### src/rtl/hdmi_tx_vpg_pkg.sv
// Shared definitions for the HDMI TX video pattern generator sequencer:
// register map, field positions, FSM encoding and reset defaults.
package hdmi_tx_vpg_pkg;

    localparam int unsigned DATA_W     = 32;
    localparam int unsigned ADDR_W     = 2;
    localparam int unsigned DWELL_W    = 16;
    localparam int unsigned FRAME_W    = 16;
    localparam int unsigned MASK_W     = 4;
    localparam int unsigned COLOR_W    = 2;
    localparam int unsigned NUM_COLORS = 4;

    localparam logic [ADDR_W-1:0] ADDR_CTRL   = 2'd0;
    localparam logic [ADDR_W-1:0] ADDR_DWELL  = 2'd1;
    localparam logic [ADDR_W-1:0] ADDR_STATUS = 2'd2;
    localparam logic [ADDR_W-1:0] ADDR_MASK   = 2'd3;

    localparam int unsigned CTRL_AUTO_BIT = 0;
    localparam int unsigned CTRL_MAN_LO   = 2;
    localparam int unsigned CTRL_MAN_HI   = 3;

    localparam logic [DWELL_W-1:0] DWELL_RST_DEFAULT = 16'd60;
    localparam logic [MASK_W-1:0]  MASK_RST_DEFAULT  = 4'hF;

    typedef logic [0:0] state_t;
    localparam state_t ST_IDLE = 1'b0;
    localparam state_t ST_RUN  = 1'b1;

    // First enabled color above cur (wrapping); holds cur when none other is enabled.
    function automatic logic [COLOR_W-1:0] next_color(input logic [COLOR_W-1:0] cur,
                                                      input logic [MASK_W-1:0]  mask);
        logic [COLOR_W-1:0] cand;
        logic               found;
        next_color = cur;
        found      = 1'b0;
        for (int i = 1; i < NUM_COLORS; i++) begin
            cand = cur + COLOR_W'(i);
            if (!found && mask[cand]) begin
                next_color = cand;
                found      = 1'b1;
            end
        end
    endfunction

endpackage

### src/rtl/hdmi_tx_vpg_sequencer_if.sv
// Avalon-MM register port of the VPG sequencer.
interface hdmi_tx_vpg_sequencer_if;
    import hdmi_tx_vpg_pkg::*;

    logic [ADDR_W-1:0] address;
    logic              chipselect;
    logic              write_n;
    logic [DATA_W-1:0] writedata;
    logic [DATA_W-1:0] readdata;

    modport master (
        output address,
        output chipselect,
        output write_n,
        output writedata,
        input  readdata
    );

    modport slave (
        input  address,
        input  chipselect,
        input  write_n,
        input  writedata,
        output readdata
    );
endinterface

### src/rtl/hdmi_tx_vsync_edge.sv
// Registers vsync once and flags the first cycle it is seen high (frame_tick).
module hdmi_tx_vsync_edge (
    input  logic clk,
    input  logic reset_n,
    input  logic vsync,
    output logic frame_tick
);

    logic vsync_q;

    always_ff @(posedge clk) begin
        if (!reset_n) begin
            vsync_q <= 1'b0;
        end else begin
            vsync_q <= vsync;
        end
    end

    assign frame_tick = vsync & ~vsync_q;

endmodule

### src/rtl/hdmi_tx_vpg_sequencer.sv
// Frame-synchronous color pattern sequencer for the HDMI TX VPG: manual color
// select in IDLE, automatic masked rotation with a per-color frame dwell in RUN.
module hdmi_tx_vpg_sequencer
    import hdmi_tx_vpg_pkg::*;
#(
    parameter logic [DWELL_W-1:0] DWELL_RST = DWELL_RST_DEFAULT,
    parameter logic [MASK_W-1:0]  MASK_RST  = MASK_RST_DEFAULT
) (
    input  logic                   clk,
    input  logic                   reset_n,
    hdmi_tx_vpg_sequencer_if.slave avmm,
    input  logic                   vsync,
    output logic [COLOR_W-1:0]     color_sel,
    output logic                   color_chg
);

    logic                 frame_tick;
    logic                 wr_en;
    logic                 ctrl_auto;
    logic [COLOR_W-1:0]   man_color;
    logic [DWELL_W-1:0]   dwell_reg;
    logic [MASK_W-1:0]    mask_reg;
    state_t               state, state_nxt;
    logic [DWELL_W-1:0]   dwell_cnt, dwell_nxt, dwell_lim;
    logic [FRAME_W-1:0]   frame_cnt, frame_nxt;
    logic [COLOR_W-1:0]   color_nxt;
    logic                 running;
    logic                 unused_wd;

    hdmi_tx_vsync_edge u_vsync_edge (
        .clk        (clk),
        .reset_n    (reset_n),
        .vsync      (vsync),
        .frame_tick (frame_tick)
    );

    assign wr_en     = avmm.chipselect & ~avmm.write_n;
    assign running   = (state == ST_RUN);
    assign dwell_lim = (dwell_reg == '0) ? '0 : dwell_reg - DWELL_W'(1);
    assign unused_wd = ^avmm.writedata[DATA_W-1:DWELL_W];

    // Software-visible configuration registers.
    always_ff @(posedge clk) begin
        if (!reset_n) begin
            ctrl_auto <= 1'b0;
            man_color <= '0;
            dwell_reg <= DWELL_RST;
            mask_reg  <= MASK_RST;
        end else if (wr_en) begin
            case (avmm.address)
                ADDR_CTRL: begin
                    ctrl_auto <= avmm.writedata[CTRL_AUTO_BIT];
                    man_color <= avmm.writedata[CTRL_MAN_HI:CTRL_MAN_LO];
                end
                ADDR_DWELL: dwell_reg <= avmm.writedata[DWELL_W-1:0];
                ADDR_MASK:  mask_reg  <= avmm.writedata[MASK_W-1:0];
                default:    ;
            endcase
        end
    end

    // Sequencer state and registered outputs.
    always_ff @(posedge clk) begin
        if (!reset_n) begin
            state     <= ST_IDLE;
            dwell_cnt <= '0;
            frame_cnt <= '0;
            color_sel <= '0;
            color_chg <= 1'b0;
        end else begin
            state     <= state_nxt;
            dwell_cnt <= dwell_nxt;
            frame_cnt <= frame_nxt;
            color_sel <= color_nxt;
            color_chg <= (color_nxt != color_sel);
        end
    end

    // Next state: the tick sees pre-write registers; write-induced clears override it.
    always_comb begin
        state_nxt = state;
        dwell_nxt = dwell_cnt;
        frame_nxt = frame_cnt;
        color_nxt = color_sel;

        if (frame_tick) begin
            frame_nxt = frame_cnt + FRAME_W'(1);
            case (state)
                ST_IDLE: color_nxt = man_color;
                ST_RUN: begin
                    if (dwell_cnt == dwell_lim) begin
                        dwell_nxt = '0;
                        color_nxt = next_color(color_sel, mask_reg);
                    end else begin
                        dwell_nxt = dwell_cnt + DWELL_W'(1);
                    end
                end
                default: state_nxt = ST_IDLE;
            endcase
        end

        if (wr_en) begin
            case (avmm.address)
                ADDR_CTRL: begin
                    state_nxt = avmm.writedata[CTRL_AUTO_BIT] ? ST_RUN : ST_IDLE;
                    if (state == ST_IDLE && avmm.writedata[CTRL_AUTO_BIT]) begin
                        dwell_nxt = '0;
                    end
                end
                ADDR_DWELL, ADDR_MASK: dwell_nxt = '0;
                default: ;
            endcase
        end
    end

    // Zero-wait-state register readback.
    always_comb begin
        avmm.readdata = '0;
        case (avmm.address)
            ADDR_CTRL:   avmm.readdata = DATA_W'({man_color, 1'b0, ctrl_auto});
            ADDR_DWELL:  avmm.readdata = DATA_W'(dwell_reg);
            ADDR_STATUS: avmm.readdata = {frame_cnt, 13'b0, running, color_sel};
            ADDR_MASK:   avmm.readdata = DATA_W'(mask_reg);
            default:     avmm.readdata = '0;
        endcase
    end

endmodule

### src/flat_wrapper.sv
// flat-port wrapper written by rule: the top's interface ports become plain ports
module hdmi_tx_vpg_sequencer_flat import hdmi_tx_vpg_pkg::*;
#(
    parameter logic [DWELL_W-1:0] DWELL_RST = DWELL_RST_DEFAULT,
    parameter logic [MASK_W-1:0]  MASK_RST  = MASK_RST_DEFAULT
)
  (clk, reset_n, vsync, color_sel, color_chg, avmm_address, avmm_chipselect, avmm_write_n, avmm_writedata, avmm_readdata);
  hdmi_tx_vpg_sequencer_if avmm_i ();
  input  logic clk;
  input  logic reset_n;
  input  logic vsync;
  output logic [COLOR_W-1:0] color_sel;
  output logic color_chg;
  input wire logic [$bits(avmm_i.address)-1:0] avmm_address;
  input wire logic [$bits(avmm_i.chipselect)-1:0] avmm_chipselect;
  input wire logic [$bits(avmm_i.write_n)-1:0] avmm_write_n;
  input wire logic [$bits(avmm_i.writedata)-1:0] avmm_writedata;
  output wire logic [$bits(avmm_i.readdata)-1:0] avmm_readdata;
  assign avmm_i.address = avmm_address;
  assign avmm_i.chipselect = avmm_chipselect;
  assign avmm_i.write_n = avmm_write_n;
  assign avmm_i.writedata = avmm_writedata;
  assign avmm_readdata = avmm_i.readdata;
  hdmi_tx_vpg_sequencer #(.DWELL_RST(DWELL_RST), .MASK_RST(MASK_RST)) u_core (.clk(clk), .reset_n(reset_n), .avmm(avmm_i), .vsync(vsync), .color_sel(color_sel), .color_chg(color_chg));
endmodule
### config.mk
export PLATFORM = sky130hd
export DESIGN_NAME = hdmi_tx_vpg_sequencer_flat
export DESIGN_NICKNAME = d
export VERILOG_FILES = /design/src/rtl/hdmi_tx_vpg_pkg.sv /design/src/rtl/hdmi_tx_vpg_sequencer_if.sv /design/src/rtl/hdmi_tx_vsync_edge.sv /design/src/rtl/hdmi_tx_vpg_sequencer.sv /design/src/flat_wrapper.sv
export SDC_FILE = /design/constraint.sdc
export NUM_CORES = 1
export LEC_CHECK = 0
export ABC_AREA = 1
export BUFFER_PORTS_ARGS = -buffer_cell sky130_fd_sc_hd__buf_2
export CORE_MARGIN = 2
export CORE_UTILIZATION = 50
export CTS_CLUSTER_SIZE = 28
export DETAILED_ROUTE_END_ITERATION = 12
export GPL_ROUTABILITY_DRIVEN = 0
export PLACE_DENSITY = 0.79
export SLEW_MARGIN = 25
export SYNTH_ARGS = -nofsm -noshare
export SYNTH_HDL_FRONTEND = slang
export SYNTH_HIERARCHICAL = 1
export SYNTH_SLANG_ARGS = --single-unit
### constraint.sdc
create_clock -name clk -period 2.49 [get_ports clk]
set_clock_uncertainty 0.2 [all_clocks]
set_input_delay 0.498 -clock clk [delete_from_list [all_inputs] [get_ports clk]]
set_output_delay 0.498 -clock clk [all_outputs]
set_load 0.005 [all_outputs]
* Word level (Yosys, flattened, before mapping)
Cells that the tools add are included. W data, S select, Z words.
Storage, ports and cells: memories kept 0, logic and storage cells 69, bits in writable memories 0, memory bits (read-only) 0, input port bits 39, flip-flop bits (word level) 60, latch bits 0
Cells by class: reductions and logical operators 11, shift operators 0, $mul 0, divide/modulo/power cells 0, order comparisons 3, equality and inequality tests 5, multiplexer cells 29, bitwise gates (word level) 5, add/subtract/negate cells 6
Operators by type and width (count):
- $pmux W32 S4 | 1
- $mux W16 | 6
- $add A16 B1 Y16 const B | 2
- $pmux W16 S2 | 1
- $eq A16 B16 Y1 | 1
- $logic_not A16 Y1 | 1
- $sub A16 B1 Y16 const B | 1
- $mux W1 | 12
- $mux W2 | 5
- $lt A2 B3 Y1 const B | 3
- $bmux W1 S2 | 3
- $reduce_and A2 Y1 | 3
- $add A2 B2 Y2 const B | 2
- $eq A2 B2 Y1 const B | 2
- $pmux W2 S2 | 1
- $logic_and A1 B1 Y1 | 3
- $not A1 Y1 | 3
- $add A2 B1 Y2 const B | 1
- $and A1 B1 Y1 | 2
- $eq A2 B1 Y1 const B | 1
- $logic_not A1 Y1 | 2
- $logic_not A2 Y1 | 1
- $ne A2 B2 Y1 | 1
- $reduce_or A2 Y1 | 1

* Logic depth before layout (Yosys ltp)
Gate-level depths: netlist (run 1).
word-level depth 20, mapped depth 21

* Cells and area by module
The synthesis (run 1) kept the hierarchy.
Modules (own cells, without submodules):
- hdmi_tx_vpg_sequencer | area an instance 3769.9 µm², seq. area each 1161.1 µm², instances 1, cells an instance 613
- hdmi_tx_vsync_edge | area an instance 37.5 µm², seq. area each 20.0 µm², instances 1, cells an instance 5

* Worst setup path before layout (run 1)
No wires, ideal clock.
kind input -> register, from in vsync, to reg u_core.frame_cnt[15], arrival time 2.120 ns, stages 16, slack 0.049 ns, path buffers 1, setup time 0.121 ns, path through inv_1 -> nor2_2 -> buf_2 -> nand2_1 -> nor3_1 -> nand2_1 -> nor2_1 -> nand2_1 -> nor2_1 -> inv_1 -> nor3_1 -> nand3_1 -> nor4_1 -> nand2_1 -> nor2_1 -> nor3_1
On the way: word-level cells in the longest chain between the ends 1
RTL lines:
- start, declared | line flat_wrapper.sv:11 | input logic vsync;
- $and A1 B1 Y1 | line hdmi_tx_vsync_edge.sv:19 | assign frame_tick = vsync & ~vsync_q;
- named net u_core.frame_tick | line hdmi_tx_vpg_sequencer.sv:17 | logic frame_tick;
- end signal, assigned | line hdmi_tx_vpg_sequencer.sv:73 | frame_cnt <= frame_nxt;
- end, declared | line hdmi_tx_vpg_sequencer.sv:25 | logic [FRAME_W-1:0] frame_cnt, frame_nxt;
The timed path passes the listed nets, and every way through them passes these cells. A chain may end at the register's enable or synchronous reset.

* Final worst setup path (run 1)
from reg u_core.dwell_reg[1], to reg u_core.color_chg
On the way: word-level cells in the longest chain between the ends 7, elaborated cells on any way between the ends 8
RTL lines:
- start, declared | line hdmi_tx_vpg_sequencer.sv:21 | logic [DWELL_W-1:0] dwell_reg;
- start signal, assigned | line hdmi_tx_vpg_sequencer.sv:55 | ADDR_DWELL: dwell_reg <= avmm.writedata[DWELL_W-1:0];
- $sub A16 B1 Y16 or $logic_not A16 Y1 (tied branches) | line hdmi_tx_vpg_sequencer.sv:39 | assign dwell_lim = (dwell_reg == '0) ? '0 : dwell_reg - DWELL_W'(1);
- $mux W16 (*) | line hdmi_tx_vpg_sequencer.sv:39
- $eq A16 B16 Y1 (*) | line hdmi_tx_vpg_sequencer.sv:91 | if (dwell_cnt == dwell_lim) begin
- $mux W2 (*) | line hdmi_tx_vpg_sequencer.sv:91
- $pmux W2 S2 (*) | line hdmi_tx_vpg_sequencer.sv:88 | case (state)
- $mux W2 (*) | line hdmi_tx_vpg_sequencer.sv:86 | if (frame_tick) begin
- $ne A2 B2 Y1 (*) | line hdmi_tx_vpg_sequencer.sv:75 | color_chg <= (color_nxt != color_sel);
- end signal, assigned | line hdmi_tx_vpg_sequencer.sv:75
- end, declared | line hdmi_tx_vpg_sequencer.sv:14 | output logic color_chg
Mark *: on every way between the ends. The rest lies on a longest branch, timed or not.

==> results of run 1 <==
==> where the power goes <==
group	internal (uW)	leakage [uW]	switching, uW
sequential	969	0.000479	26.4
combinational	135	0.00162	207
clock	617	0.000113	391
==> through the flow <==
step	utilization (%)	TNS [ps]	area, um2	std cells	hold WS, ps
6_report	67.4	-321	4940	827	160
5_1_grt	67.4	-2170	4940	827	171
4_1_cts	65.8	0	4820	824	158
3_5_place_dp	61.0	-2620	4470	803	287
3_3_place_gp	61.0	-829	4470	803	271
2_1_floorplan	-	0	3810	618	245
==> cells by family after synthesis <==
family                   count (synthesis)  synth area share (%)
XOR/XNOR                                18                  4.14
AO/OA/AOI/OAI                           92                  13.5
AND/OR/NAND/NOR                        334                  38.6
adder cells (fa/ha/maj)                  3                 0.986
buffers and inverters                  112                  11.8
flip-flops                              59                  31.0
==> placed cells by master (no fill, tap or decap), types with 2 or more instances in the layout <==
cell type	synthesis	final
nor2_1	106	95
nand2_1	133	126
nor3_1	16	14
dfxtp_2	0	2
nand2_8	0	2
inv_1	93	91
xor2_1	18	17
a21oi_1	33	33
clkbuf_8	1	11
buf_4	0	50
ha_1	3	2
o21ai_0	40	40
inv_2	0	2
buf_6	2	3
nand3_2	1	3
buf_2	2	57
o211ai_1	8	8
clkinv_1	2	2
nor4_1	5	4
nor2_4	2	9
nor2_2	7	11
nor3_2	0	2
nand4_1	21	21
nand2_2	0	7
dfxtp_1	59	57
bufinv_16	0	2
a221oi_1	2	2
o221ai_1	3	3
nand3_1	38	36
==> metal layers <==
layer / part of all wire, % / track usage [%] / vias to the layer above
met5: 0 / 0 / -
met4: 2.7 / 10.4 / 0
met3: 6.8 / 5.15 / 35
met2: 47 / 42.7 / 201
met1: 44 / 33.1 / 1995
li1: - / - / 2204
==> synthesized netlist by cell type <==
library cell	count	area [um2]
o21a_1	1	7.51
a31oi_1	1	6.26
dfxtp_1	59	1180
nor2_4	2	22.5
inv_1	93	349
clkbuf_1	12	45.0
nor3_1	16	80.1
xor2_1	18	158
o221ai_1	3	26.3
buf_2	2	10.0
a211oi_1	1	7.51
o21ai_1	1	5.00
a21oi_1	33	165
o31ai_2	1	12.5
and2_1	1	6.26
nor4_1	5	31.3
o211ai_1	8	60.1
nand3_2	1	10.0
nor2_2	7	43.8
o22ai_1	1	6.26
nand2_1	133	499
nand4_4	1	21.3
o21ai_0	40	200
nor4_2	1	12.5
ha_1	3	37.5
nand4_1	21	131
clkinv_1	2	7.51
buf_6	2	22.5
a221oi_1	2	17.5
nor2_1	106	398
nand3_1	38	190
nand2_4	2	22.5
clkbuf_8	1	13.8
==> area by class of cell <==
type,count,area [um2]
Fill cell,561,2390
Multi-Input combinational cell,448,2350
Clock buffer,12,155
Sequential cell,59,1180
Timing Repair Buffer,110,694
Inverter,95,357
Tap cell,99,124
Clock inverter,4,72.6
==> what timing repair did <==
action,in CTS,in global routing
setup endpoints to repair,18,20
pin swaps,9,19
cloned,1,0
gates resized for setup,20,25
hold endpoints to repair,0,0
setup buffers,4,3
==> worst paths after layout <==
check                                           endpoint  slack, ps  depth (start not counted)
setup / recovery             u_core/color_chg$_SDFF_PN0_        -80                         20
hold / removal    u_core/u_vsync_edge/vsync_q$_SDFF_PN0_        160                          3
setup reg to reg             u_core/color_chg$_SDFF_PN0_        -80                         20
hold reg to reg           u_core/dwell_cnt[1]$_SDFF_PN0_        300                          2
==> worst min-delay path, cell delays in order <==
cell and delay, ps:
buf_2 90, nand2_1 40, inv_1 40
==> summary.md, run 1 <==
| Metric | Value |
|---|---|
| Pwr Density | `475 nW/um2` |
| Synthesized flop and latch total | `59` |
| Vias per cell | `5.36` |
| Slew Limit Headroom | `57.0%` |
| GRT Total Usage | `25.9%` |
| Clock latency on the worst-skew pair | `340 ps` |
| H-tree levels | `3` |
| Syn Std Cell Area | `3810 um2` |
| Clock transition at path regs | `70 ps` |
| Max stage delay on crit path | `340 ps` |
| Sink Count | `59` |
| Max Fclk | `389 MHz` |
| Wire per inst | `13.3 um` |
| CP max stage cell | `dfxtp_2` |
| IO Pins | `74` |
| Endpoint class of the critical path | `flop` |
| First-pass GRT wire length | `17.6 mm` |
| CTS tree | `yes` |
| Area grow syn2layout | `29.8%` |
| Die H | `91.3 um` |
| Worst vdd ir | `0.473 mV` |
| CP required | `2530 ps` |
| Reg2Reg Launch Point | `u_core/dwell_reg[1]$_SDFFE_PN0P_` |
| DP HPWL | `7.81 mm` |
| ANT nets after route | `0` |
| Min-Delay Startpoint | `vsync` |
| Initial antenna violation count | `0` |
| Die width | `91.3 um` |
| CTS Hold Bufs | `0` |
| Routed via count | `4,435` |
| Crit Path Max Fanout | `6` |
| TritonCTS Buffers | `9` |
| Syn Area/Cell | `6.16 um2` |
| Worst path cell trace | `inv_2 > ha_4 > nand2_8 > nor2_4 > nand2_4 > buf_6 > nand4_1 > nand2_1 > nor2_1 > nand2_1 > nor2_4 > nand2_2 > nand2_1 > nand2_1 > nand2_2 > nand2_2 > nand3_2 > nand2_1 > nor2_1 > nor2_1` |
| Setup ws final | `-79.1 ps` |
| Worst-Margin Slew | `645 ps` |
| Worst Setup SP | `u_core/dwell_reg[1]$_SDFFE_PN0P_` |
| Die footprint | `8330 um2` |
| Arr. time, crit path | `2610 ps` |
| Setup violators final | `12` |
| Tmin final | `2570 ps` |
| Core area | `7330 um2` |
| Root Buffer | `clkbuf_8` |
| Post-Synthesis Cells | `618` |
| Syn Nets | `660` |
| Total global routing overflow | `0` |
| Crit share post-route | `103%` |
| Max-Cap Viols | `0` |
| Failing checks | `setup timing` |
| Cell repeated most along the worst path | `nand2_1` |
| IO Port Bufs | `57` |
| Clk buf depth | `2` |
| YS warnings | `6` |
| Crit path kind | `reg -> reg` |
| Slew Viols, Final | `0` |
| Vias in the first global route | `3,963` |
| Diodes inserted | `0` |
| Synth cell types | `33` |
| Row cnt | `31` |
| Drt drc | `0` |
| Share of layout cells above drive strength 1 | `23.5%` |
| Hold Crit Class | `in -> reg` |
| Initial Util | `51.9%` |
| Dpl ws | `-185 ps` |
| Largest net degree at the start of global routing | `36` |
| Pre-Repair DR Iteration Count | `5` |
| RSZ-0062 raised after global routing | `yes` |
| Nets | `765` |
| Endpoints failing hold | `0` |
| Static Leakage | `0.00221 uW` |
| Startpoint types | `flop` |
| WL final | `11.0 mm` |
| Sequential area share after synthesis | `31.0%` |
| Buf/Inv on CP | `2` |
| Tot Pwr | `2350 uW` |
| CP delay by family, top | `simple AND/OR/NAND/NOR gates` |
| Initial drt markers | `534` |
| Status | `finished with violations` |
(Power assumes the default switching activity.)
==> inputs of run 2 (changes only) <==
--- a/config.mk
+++ b/config.mk
@@ -8,11 +8,11 @@
 export ABC_AREA = 1
 export BUFFER_PORTS_ARGS = -buffer_cell sky130_fd_sc_hd__buf_2
 export CORE_MARGIN = 2
-export CORE_UTILIZATION = 50
+export CORE_UTILIZATION = 40
 export CTS_CLUSTER_SIZE = 28
 export DETAILED_ROUTE_END_ITERATION = 12
 export GPL_ROUTABILITY_DRIVEN = 0
-export PLACE_DENSITY = 0.79
+export PLACE_DENSITY = 0.66
 export SLEW_MARGIN = 25
 export SYNTH_ARGS = -nofsm -noshare
 export SYNTH_HDL_FRONTEND = slang
==> summary.md, run 2 (same netlist as run 1, synthesis figures left out) <==
| Metric | Value |
|---|---|
| Die width | `102 um (+11%)` |
| Core area | `9240 um2 (+26%)` |
| Setup ws final | `-195 ps (-116 ps)` |
| Tot Pwr | `2290 uW (-2.3%)` |
| Initial drt markers | `307 (-43%)` |
| Buf/Inv on CP | `4 (+2)` |
| Slew Limit Headroom | `55.2% (-1.8 points)` |
| Root Buffer | `clkbuf_8` |
| Arr. time, crit path | `2720 ps (+110 ps)` |
| Clock latency on the worst-skew pair | `340 ps (about the same)` |
| Placed insts | `840 (+4.6%)` |
| Row cnt | `35 (+13%)` |
| Endpoints failing hold | `0 (unchanged)` |
| IO Pins | `74 (unchanged)` |
| Die H | `102 um (+11%)` |
| Pre-Repair DR Iteration Count | `5 (unchanged)` |
| IO Port Bufs | `57 (unchanged)` |
| Most frequent cells in the layout | `nand2_1, nor2_1, inv_1` |
| Share of layout cells above drive strength 1 | `27.8% (+4.3 points)` |
| Initial antenna violation count | `0 (unchanged)` |
| Worst-Margin Slew | `672 ps (+26.8 ps)` |
| Worst path cell trace | `inv_2 > ha_4 > nand2_8 > nor2_4 > buf_4 > nand2_4 > nand3_1 > nand2_1 > nand2_2 > buf_4 > nor4_4 > nand3_2 > o31ai_4 > buf_6 > nor2_1` |
| Sink Count | `59 (unchanged)` |
| Status | `finished with violations` |
| Vias in the first global route | `4,004 (+1.0%)` |
| Max stage delay on crit path | `350 ps (about the same)` |
| WL final | `11.5 mm (+4.4%)` |
| Area grow syn2layout | `38.1%` |
| CP required | `2530 ps (about the same)` |
| H-tree levels | `3 (unchanged)` |
| First-pass GRT wire length | `18.1 mm (+3.1%)` |
| Crit share post-route | `108% (+4.7 points)` |
| Failing checks | `setup timing` |
| Static Leakage | `0.00234 uW (+6.2%)` |
| Crit Path Max Fanout | `7 (+1)` |
| CP delay by family, top | `simple AND/OR/NAND/NOR gates` |
| Vias per cell | `5.05 (-5.7%)` |
| Drt drc | `0 (unchanged)` |
| Setup violators final | `16 (+4)` |
| TritonCTS Buffers | `9 (unchanged)` |
| Largest net degree at the start of global routing | `36 (unchanged)` |
| Worst vdd ir | `0.365 mV (-23%)` |
| Slew Viols, Final | `0 (unchanged)` |
| Max-Cap Viols | `0 (unchanged)` |
| Cell repeated most along the worst path | `buf_4` |
| Clock transition at path regs | `80 ps (about the same)` |
| CP max stage cell | `dfxtp_2` |
| Initial Util | `41.2% (-11 points)` |
| Nets | `788 (+3.0%)` |
| Clk buf depth | `2 (unchanged)` |
| Commonest non-fill, non-tap cell in the layout | `nand2_1` |
| Die footprint | `10,300 um2 (+24%)` |
| DP HPWL | `7.89 mm (+1.0%)` |
| Final core occ | `56.9% (-11 points)` |
| RSZ-0062 raised after global routing | `yes` |
| Diodes inserted | `0 (unchanged)` |
| GRT Total Usage | `22.1% (-3.8 points)` |
| Fin Setup TNS | `-2590 ps (-2270 ps)` |
| Routed via count | `4,448 (+0.29%)` |
| Tmin final | `2680 ps (+116 ps)` |
| Startpoint types | `flop` |
| Total global routing overflow | `0 (unchanged)` |
| Dpl ws | `-141 ps (+43.9 ps)` |
| CTS tree | `yes` |
| ANT nets after route | `0 (unchanged)` |
| Hold Crit Class | `in -> reg` |
| Fin cells | `880 (+6.4%)` |
| Crit path kind | `reg -> reg` |
| Pwr Density | `436 nW/um2 (-8.2%)` |
| Max Fclk | `372 MHz (-4.3%)` |
| Wire per inst | `13.1 um (-1.9%)` |
| Endpoint class of the critical path | `flop` |
==> run 2: worst min-delay path, cell delays in order <==
cell	delay (ps)
buf_2	80
nand2_1	50
o211ai_1	60
==> run 2: area by class of cell <==
class | instances | area, um2
clock buffer | 9 | 124
timing repair buffer | 132 | 896
inverter | 95 | 357
sequential | 59 | 1190
fill | 848 | 3980
multi-input combinational | 449 | 2450
clock inverter | 7 | 83.8
tap | 129 | 161
==> run 2: where the power goes <==
group / internal (uW) / leakage (uW) / total, uW / switching [uW]
sequential: 968 / 0.000481 / 992 / 24.2
clock: 479 / 0.000102 / 927 / 448
combinational: 150 / 0.00176 / 372 / 222
total: 1600 / 0.00234 / 2290 / 694
==> run 2: final timing paths <==
check,slack (ps),to,start,cells after the start
worst max register to register,-190,u_core/dwell_cnt[14]$_SDFF_PN0_,u_core/dwell_reg[1]$_SDFFE_PN0P_,15
worst min-delay path,190,u_core/dwell_reg[4]$_SDFFE_PN1P_,avmm_writedata[4],3
worst min register to register,290,u_core/dwell_reg[6]$_SDFFE_PN0P_,u_core/dwell_reg[6]$_SDFFE_PN0P_,2
worst max-delay path,-190,u_core/dwell_cnt[14]$_SDFF_PN0_,u_core/dwell_reg[1]$_SDFFE_PN0P_,15
==> run 2: metal layers <==
layer	GRT usage [%]	wire, um	vias to the layer above
met5	0	0	-
met4	10.3	362	0
met3	2.83	641	35
met2	34.6	5290	168
met1	30.1	5190	1999
li1	-	-	2246
==> run 2: timing repair <==
action | CTS | global route
setup buffers | 14 | 7
cloned | 3 | 0
endpoints found under the setup margin | 18 | 20
hold buffers | 0 | 0
gates resized for setup | 34 | 31
pin swaps | 21 | 19
==> run 2: stage by stage <==
stage	cell area [um2]	hold slack, ps
4_1_cts	5050	171
5_1_grt	5260	197
3_5_place_dp	4560	282
3_3_place_gp	4560	277
6_report	5260	188
2_1_floorplan	3810	245
==> inputs of run 3 (changes only) <==
--- a/config.mk
+++ b/config.mk
@@ -12,9 +12,12 @@
 export CTS_CLUSTER_SIZE = 28
 export DETAILED_ROUTE_END_ITERATION = 12
 export GPL_ROUTABILITY_DRIVEN = 0
+export GPL_TIMING_DRIVEN = 0
 export PLACE_DENSITY = 0.66
+export SKIP_LAST_GASP = 1
 export SLEW_MARGIN = 25
 export SYNTH_ARGS = -nofsm -noshare
 export SYNTH_HDL_FRONTEND = slang
 export SYNTH_HIERARCHICAL = 1
 export SYNTH_SLANG_ARGS = --single-unit
+export TNS_END_PERCENT = 30
==> summary.md, run 3 (same netlist as run 1, synthesis figures left out) <==
| Metric | Value |
|---|---|
| Sw Ratio | `28.4% (-1.9 points)` |
| Largest net degree at the start of global routing | `13 (-64%)` |
| Area grow syn2layout | `26.8%` |
| Wire per inst | `13.3 um (+1.9%)` |
| RSZ-0062 raised after global routing | `yes` |
| Sequential power share | `43.1% (-0.2 points)` |
| Crit Path Max Fanout | `7 (unchanged)` |
| IO Pins | `74 (unchanged)` |
| Worst Hold End | `u_core/u_vsync_edge/vsync_q$_SDFF_PN0_` |
| CP required | `2520 ps (about the same)` |
| Pint | `1660 uW (+3.8%)` |
| First-pass GRT wire length | `17.6 mm (-2.8%)` |
| Clock power share | `42.7% (+2.2 points)` |
| Reg2Reg Launch Point | `u_core/dwell_reg[1]$_SDFFE_PN0P_` |
| Die footprint | `10,300 um2 (unchanged)` |
| Dpl cell area | `4250 um2 (-6.7%)` |
| Sink Count | `59 (unchanged)` |
| CTS tree | `yes` |
| RR Endpoint | `u_core/dwell_cnt[14]$_SDFF_PN0_` |
| Clock latency on the worst-skew pair | `340 ps (about the same)` |
| Die H | `102 um (unchanged)` |
| Nets | `739 (-6.2%)` |
| Status | `finished with violations` |
| Slew Viols, Final | `0 (unchanged)` |
| Endpoints failing hold | `0 (unchanged)` |
| Most frequent cells in the layout | `nand2_1, nor2_1, inv_1` |
| Fillers | `940 (+11%)` |
| Hold Crit Class | `in -> reg` |
| Worst-Margin Slew | `528 ps (-143 ps)` |
| Drt drc | `0 (unchanged)` |
| Comb power frac | `14.2% (-2.0 points)` |
| FF-to-FF setup slack | `-210 ps (-20 ps)` |
| Worst R2R Path Depth | `13 (-2)` |
| Failing checks | `setup timing` |
| Core area | `9240 um2 (unchanged)` |
| Max-Cap Viols | `0 (unchanged)` |
| Worst vdd ir | `0.387 mV (+6.2%)` |
| Die width | `102 um (unchanged)` |
| Share of layout cells above drive strength 1 | `21.1% (-6.7 points)` |
| WL final | `11.1 mm (-3.7%)` |
| Cell area after layout | `4830 um2 (-8.2%)` |
| Arr. time, crit path | `2730 ps (about the same)` |
| Setup ws final | `-212 ps (-17.0 ps)` |
| Pwr Density | `480 nW/um2 (+10%)` |
| Initial drt markers | `326 (+6.2%)` |
| Startpoint types | `flop` |
| Commonest non-fill, non-tap cell in the layout | `nand2_1` |
| Total global routing overflow | `0 (unchanged)` |
| Vias per cell | `5.18 (+2.5%)` |
| Endpoint class of the critical path | `flop` |
| IO Port Bufs | `57 (unchanged)` |
| TritonCTS Buffers | `9 (unchanged)` |
| Initial antenna violation count | `0 (unchanged)` |
| Final core occ | `52.2% (-4.6 points)` |
| ANT nets after route | `0 (unchanged)` |
| Diodes inserted | `0 (unchanged)` |
| Tot Pwr | `2310 uW (+1.0%)` |
| Clk buf depth | `2 (unchanged)` |
| Crit share post-route | `109% (+0.68 points)` |
| Slew Limit Headroom | `64.6% (+9.4 points)` |
| Root Buffer | `clkbuf_8` |
| Register area | `1190 um2 (+0.11%)` |
| H-tree levels | `3 (unchanged)` |
| Routed via count | `4,304 (-3.2%)` |
| Pre-Repair DR Iteration Count | `5 (unchanged)` |
| Hold-critical path depth | `3 (unchanged)` |
| Setup violators final | `14 (-2)` |
| Static Leakage | `0.00210 uW (-10%)` |
| Row cnt | `35 (unchanged)` |
| Min-Delay Startpoint | `vsync` |
| Sw Pwr | `656 uW (-5.5%)` |
| Initial Util | `41.2% (unchanged)` |
| Fin Setup TNS | `-2730 ps (-142 ps)` |
| GRT Total Usage | `21.2% (-0.83 points)` |
| Max Fclk | `370 MHz (-0.63%)` |
| Vias in the first global route | `3,860 (-3.6%)` |
| Clock transition at path regs | `70 ps (about the same)` |
| Area of the multi-input gates | `2380 um2 (-2.6%)` |
| Crit path kind | `reg -> reg` |
| DP HPWL | `8.20 mm (+4.0%)` |
| CTS Hold Bufs | `0 (unchanged)` |
| Tmin final | `2700 ps (+17.0 ps)` |
## run 3: cell type report
type	instances	share of cell area (%)
flip-flops and latches	59	24.6
inverters	95	7.39
well taps	129	3.34
multi-input cells	448	49.4
clock buffers	9	2.57
repair buffers	68	8.50
plain buffers	16	2.07
clock inverters	7	2.10
## run 3: metrics by stage
stage               hold WS [ps]  std cells  setup slack [ps]
floorplan                    245        618              49.3
global placement             278        804              -388
detailed placement           278        804              -438
CTS                          137        823             -99.5
global route                 154        831              -281
finish                       145        831              -212
## run 3: power by group through the flow
stage                     clock, uW  combinational, uW  sequential, uW
after floorplan                   0                201            1010
after global placement            0                284            1010
final                           989                328             998
after detailed placement          0                289            1010
after global routing           1060                365            1000
after CTS                      1010                305             991
## run 3: critical path, stage by stage, from the launching register on
cell,delay (ps)
dfxtp_2,350
inv_2,90
ha_4,170
nand2_8,80
nor2_4,160
nand2_4,110
clkbuf_16,170
nand4_4,90
inv_1,40
nor4_1,350
nand4_1,200
o31ai_4,360
buf_6,170
nor2_1,40
## run 3: metal layers
layer,GRT usage (%),up-vias,routed length [um]
li1,-,2156,-
met1,28.1,1980,4940
met2,35.1,150,5320
met3,4.42,18,673
met4,5.82,0,134
met5,0,-,0
## run 3: worst max-delay path by stage
stage          depth (start not counted)                               from                                 to  slack (ps)
6_report                              13   u_core/dwell_reg[1]$_SDFFE_PN0P_    u_core/dwell_cnt[14]$_SDFF_PN0_        -210
5_1_grt                               19  u_core/dwell_reg[13]$_SDFFE_PN0P_        u_core/color_chg$_SDFF_PN0_        -280
4_1_cts                               20   u_core/dwell_reg[5]$_SDFFE_PN1P_        u_core/color_chg$_SDFF_PN0_        -100
3_5_place_dp                          17                              vsync  u_core/frame_cnt[15]$_SDFFE_PN0P_        -440
3_3_place_gp                          17                              vsync  u_core/frame_cnt[15]$_SDFFE_PN0P_        -390
2_1_floorplan                         16                              vsync  u_core/frame_cnt[15]$_SDFFE_PN0P_          50
## run 3: repair_timing
action | 4_1_cts | 5_1_grt
cloned | 1 | 3
endpoints found under the setup margin | 17 | 40
buffers inserted | 2 | 6
pin swaps | 2 | 24
gates resized for setup | 13 | 56
